## src/rtl/mem_req_bridge.sv

```systemverilog
// Request-side front end for the 8-bit single-port memory: issues accepted
// transactions, tracks the one-cycle read latency and returns results through a credited FIFO.
module mem_req_bridge #(
    parameter int ADDR_W    = 4,
    parameter int DATA_W    = 8,
    parameter int ID_W      = 2,
    parameter int RSP_DEPTH = 4
) (
    input  logic              clk,
    input  logic              rst,
    input  logic              req_valid,
    output logic              req_ready,
    input  logic              req_wr,
    input  logic [ADDR_W-1:0] req_addr,
    input  logic [DATA_W-1:0] req_wdata,
    input  logic [ID_W-1:0]   req_id,
    output logic              rsp_valid,
    input  logic              rsp_ready,
    output logic              rsp_wr,
    output logic [DATA_W-1:0] rsp_data,
    output logic [ID_W-1:0]   rsp_id,
    output logic              mem_wr_rdn,
    output logic [ADDR_W-1:0] mem_addr,
    output logic [DATA_W-1:0] mem_wdata,
    input  logic [DATA_W-1:0] mem_rdata
);

    localparam int PTR_W = (RSP_DEPTH > 1) ? $clog2(RSP_DEPTH) : 1;
    localparam int CNT_W = PTR_W + 1;

    logic              accept;
    logic              push;
    logic              pop;
    logic              s1_vld;
    logic              s1_wr;
    logic [ID_W-1:0]   s1_id;
    logic              s2_vld;
    logic              s2_wr;
    logic [ID_W-1:0]   s2_id;
    logic [CNT_W-1:0]  fifo_count;
    logic [PTR_W-1:0]  wr_ptr;
    logic [PTR_W-1:0]  rd_ptr;
    logic [CNT_W:0]    occ;

    logic              fifo_wr   [RSP_DEPTH];
    logic [DATA_W-1:0] fifo_data [RSP_DEPTH];
    logic [ID_W-1:0]   fifo_id   [RSP_DEPTH];

    // Every in-flight transaction holds a FIFO slot, so a push can never overflow.
    assign occ       = {1'b0, fifo_count} + {{CNT_W{1'b0}}, s1_vld} + {{CNT_W{1'b0}}, s2_vld};
    assign req_ready = (occ < (CNT_W+1)'(RSP_DEPTH)) && !rst;
    assign accept    = req_valid && req_ready;
    assign push      = s2_vld;
    assign rsp_valid = (fifo_count != '0);
    assign pop       = rsp_valid && rsp_ready;

    assign rsp_wr    = rsp_valid && fifo_wr[rd_ptr];
    assign rsp_data  = rsp_valid ? fifo_data[rd_ptr] : '0;
    assign rsp_id    = rsp_valid ? fifo_id[rd_ptr] : '0;

    always_ff @(posedge clk) begin
        if (rst) begin
            mem_wr_rdn <= 1'b0;
            mem_addr   <= '0;
            mem_wdata  <= '0;
            s1_vld     <= 1'b0;
            s1_wr      <= 1'b0;
            s1_id      <= '0;
            s2_vld     <= 1'b0;
            s2_wr      <= 1'b0;
            s2_id      <= '0;
            fifo_count <= '0;
            wr_ptr     <= '0;
            rd_ptr     <= '0;
        end else begin
            mem_wr_rdn <= accept && req_wr;
            if (accept) begin
                mem_addr  <= req_addr;
                mem_wdata <= req_wdata;
            end
            s1_vld <= accept;
            s1_wr  <= req_wr;
            s1_id  <= req_id;
            s2_vld <= s1_vld;
            s2_wr  <= s1_wr;
            s2_id  <= s1_id;
            if (push) wr_ptr <= wr_ptr + PTR_W'(1);
            if (pop)  rd_ptr <= rd_ptr + PTR_W'(1);
            case ({push, pop})
                2'b10:   fifo_count <= fifo_count + CNT_W'(1);
                2'b01:   fifo_count <= fifo_count - CNT_W'(1);
                default: fifo_count <= fifo_count;
            endcase
        end
    end

    // Storage needs no reset: entries are only visible while fifo_count covers them.
    always_ff @(posedge clk) begin
        if (push && !rst) begin
            fifo_wr[wr_ptr]   <= s2_wr;
            fifo_data[wr_ptr] <= s2_wr ? '0 : mem_rdata;
            fifo_id[wr_ptr]   <= s2_id;
        end
    end

endmodule

```

## config.mk

```make
export PLATFORM = sky130hd
export DESIGN_NAME = mem_req_bridge
export DESIGN_NICKNAME = d
export VERILOG_FILES = /design/src/rtl/mem_req_bridge.sv
export SDC_FILE = /design/constraint.sdc
export NUM_CORES = 1
export LEC_CHECK = 0
export ABC_AREA = 0
export CORE_MARGIN = 5
export CORE_UTILIZATION = 56
export DETAILED_ROUTE_END_ITERATION = 10
export PLACE_DENSITY = 0.94
export SYNTH_ARGS = -nofsm -noshare
export SYNTH_HDL_FRONTEND = slang
export SYNTH_SLANG_ARGS = --single-unit
```

## constraint.sdc

```tcl
create_clock -name clk -period 5.1 [get_ports clk]
set_input_delay 0.765 -clock clk [delete_from_list [all_inputs] [get_ports clk]]
set_output_delay 0.765 -clock clk [all_outputs]
set_load 0.05 [all_outputs]
```

==> results.toml <==
[timing]
finClkSkew_ns = 0.00899
fmax_mhz = 293
layout_setup_ws_ns = 1.69
finalCritPeriodShare = 0.670
rsz0062_at_grt = "no"
worst_pin_slew_ns = 0.786
finalSetupTns_ns = 0
setup_violations = 0
slew_violations = 0
timing.hold.ws_ns = 0.446
max-slew-margin-rel = 0.476
period_minus_slack_ns = 3.41
hold_viol = 0

[synthesis]
ys_types = 28
synth-compound-area-share = 0.0136
synth_seq_cells = 74
yosys.area.top_type = "edfxtp_1"
ys_warn_count = 0
synthTopCellsByArea = "edfxtp_1 (45%), dfxtp_1 (20%), mux4_2 (8.4%)"
synth-xor-area-share = 0.0149
synth_edf_count = 44
synth_fp_nets = 222
yosysMostFrequentCell = "edfxtp_1"
synth_mux_area_frac = 0.144
synth_common_cells = "edfxtp_1 (44), nor2b_1 (38), dfxtp_1 (30)"
synthSimpleGateAreaFrac = 0.117
syn-cell-area_um2 = 2940
avgSynthCellArea_um2 = 15.7
synthesis.instances = 188
synth_top_family_by_area = "multiplexers"
synth_top_area_share = 0.449
synth_async_sr_flop_share = 0
synthAdderAreaFrac = 0.0323
synth-seq-area-share = 0.653
ys.flop_type = "edfxtp_1"

[route]
wl_um = 4930
drc = 0
drt_iter0_markers = 72
vias_per_cell = 5.02
first_pass_iters = 4
vias = 1610
routedWlPerCell_um = 15.4
drtAntennaViolNets = 0

[power_and_ir_drop]
p_switching_uw = 543
powerDensity_nw_per_um2 = 452
finalPower_mw = 1.69
p_leak_nw = 1.32
swShare = 0.322
pwr-share-clk = 0.274
ir_worst_vdd_v = 0.000249
p_seq_frac = 0.420
p_int_mw = 1.14
power_frac_comb = 0.306

[clocking]
clk_pin_slew_worst_paths_ns = 0.07
clock_latency_ns = 0.34
postCtsSetupBuffers = 0
cts_buffer_depth = 2
cts_resized = 0
numCtsBuffers = 9
hold_buffers = 0
htree_levels = 3
clock_sinks = 74
cts-root-buf = "clkbuf_8"
cts_tree = "built"

[global_route]
antenna_found_initial = 0
grt_pass1_wl_um = 8230
grt.overflow.total = 0
grt_pass1_vias = 1745
grt_max_degree = 30
grt.total_usage = 0.167

[die]
floorplan.initialDensity = 0.576
dieWidth_um = 82.5
die_y_um = 82.5
die_area_um2 = 6810
num_rows = 26
pin_count = 53
core-area_um2 = 5110

[setup_path]
critPathMaxFanout = 29
cp-end-kind = "output pin"
start_kind = "primary input"
arrival_ns = 2.65
critPathRequiredTime_ns = 4.34
path_class = "in -> out"

[job]
cap_violations = 0

[placed_design]
post-place-ws_ns = 1.67
place_congestion = 0.721
place_hpwl_um = 3300
postPlaceCellArea_um2 = 3520
portBuffers = 52
placed_cells = 305

[final_layout]
nets = 280
layoutNonFillerInstCount = 321
fill_cells = 339
post-route-util = 0.730
layout-drive-gt1-share = 0.167
area.growth.synth_to_final_pct = 26.7
design_area_um2 = 3730
num_antenna_cells = 0

[outcome]
status = "finished, final reports clean"

[worst_hold_path]
hold_path_class = "reg -> reg"
## power by group through the flow
stage / logic, mW / registers, mW / clock network, mW
finish: 0.516 / 0.709 / 0.462
global route: 0.549 / 0.716 / 0.496
CTS: 0.522 / 0.710 / 0.467
detailed placement: 0.520 / 0.722 / 0
global placement: 0.510 / 0.721 / 0
floorplan: 0.350 / 0.727 / 0
## sequential cells by signal, summed over array words and instances, names as in the netlist, named ones only
signal      cells
fifo_data      32
fifo_id         8
mem_wdata       8
fifo_wr         4
mem_addr        4
fifo_count      3
rd_ptr          2
s1_id           2
s2_id           2
wr_ptr          2
mem_wr_rdn      1
push            1
s1_vld          1
s1_wr           1
s2_wr           1
## kinds of logic after synthesis
| kind of cell | Yosys count |
|---|---|
| AO/OA/AOI/OAI | 6 |
| flip-flops | 74 |
| XOR/XNOR | 5 |
| multiplexers | 24 |
| buffers and inverters | 15 |
| adder cells (fa/ha/maj) | 7 |
| AND/OR/NAND/NOR | 57 |
## cells in the final DEF, fill, tap and decap left out
cell type / netlist / routed
fa_1: 1 / 1
and2_1: 4 / 4
nor2b_1: 38 / 38
o311ai_0: 1 / 1
or3_1: 1 / 1
a211o_1: 1 / 1
mux2_2: 4 / 4
clkbuf_1: 3 / 2
clkinv_2: 0 / 1
and2_2: 1 / 1
o21ai_0: 1 / 1
nor3b_4: 1 / 1
inv_1: 8 / 8
buf_4: 0 / 2
mux4_2: 11 / 11
dfxtp_1: 30 / 30
nor2_1: 10 / 10
clkdlybuf4s50_1: 0 / 52
a21oi_1: 2 / 2
clkbuf_8: 0 / 12
edfxtp_1: 44 / 44
mux2_4: 8 / 8
o31ai_1: 1 / 1
ha_1: 6 / 6
xor2_1: 4 / 4
bufinv_16: 0 / 1
nor3_1: 1 / 1
xnor2_1: 1 / 1
mux2i_1: 1 / 1
and3_2: 1 / 1
## critical path: stages
cell and delay [ns]:
clkdlybuf4s50_1 0.39, buf_4 0.22, a211o_1 0.35, nor2_1 0.10, clkdlybuf4s50_1 0.81
## worst paths after layout
kind / start / slack [ns] / endpoint / depth (start not counted)
min: s1_wr / 0.45 / s2_wr / 1
min reg2reg: s1_wr / 0.45 / s2_wr / 1
max: rst / 1.69 / req_ready / 5
max reg2reg: fifo_count[0] / 2.94 / mem_wdata[7] / 4
## layout make-up
class	instances	area (um^2)	share of cell area
clock buffers	14	173	0.0463
clock inverters	2	35.0	0.00939
inverters	8	30.0	0.00805
multi-input cells	99	947	0.254
flip-flops and latches	74	1920	0.515
well taps	70	87.6	0.0235
repair buffers	54	536	0.144
## per-layer routing
| layer | wire length (um) | up-vias | global-route usage |
|---|---|---|---|
| met3 | 383 | 11 | 0.0564 |
| met2 | 2420 | 62 | 0.285 |
| met5 | 0 | - | 0 |
| met4 | 102 | 0 | 0.0784 |
| met1 | 2030 | 758 | 0.188 |
| li1 | - | 779 | - |
No activity file was read; power rests on OpenSTA's default activity.
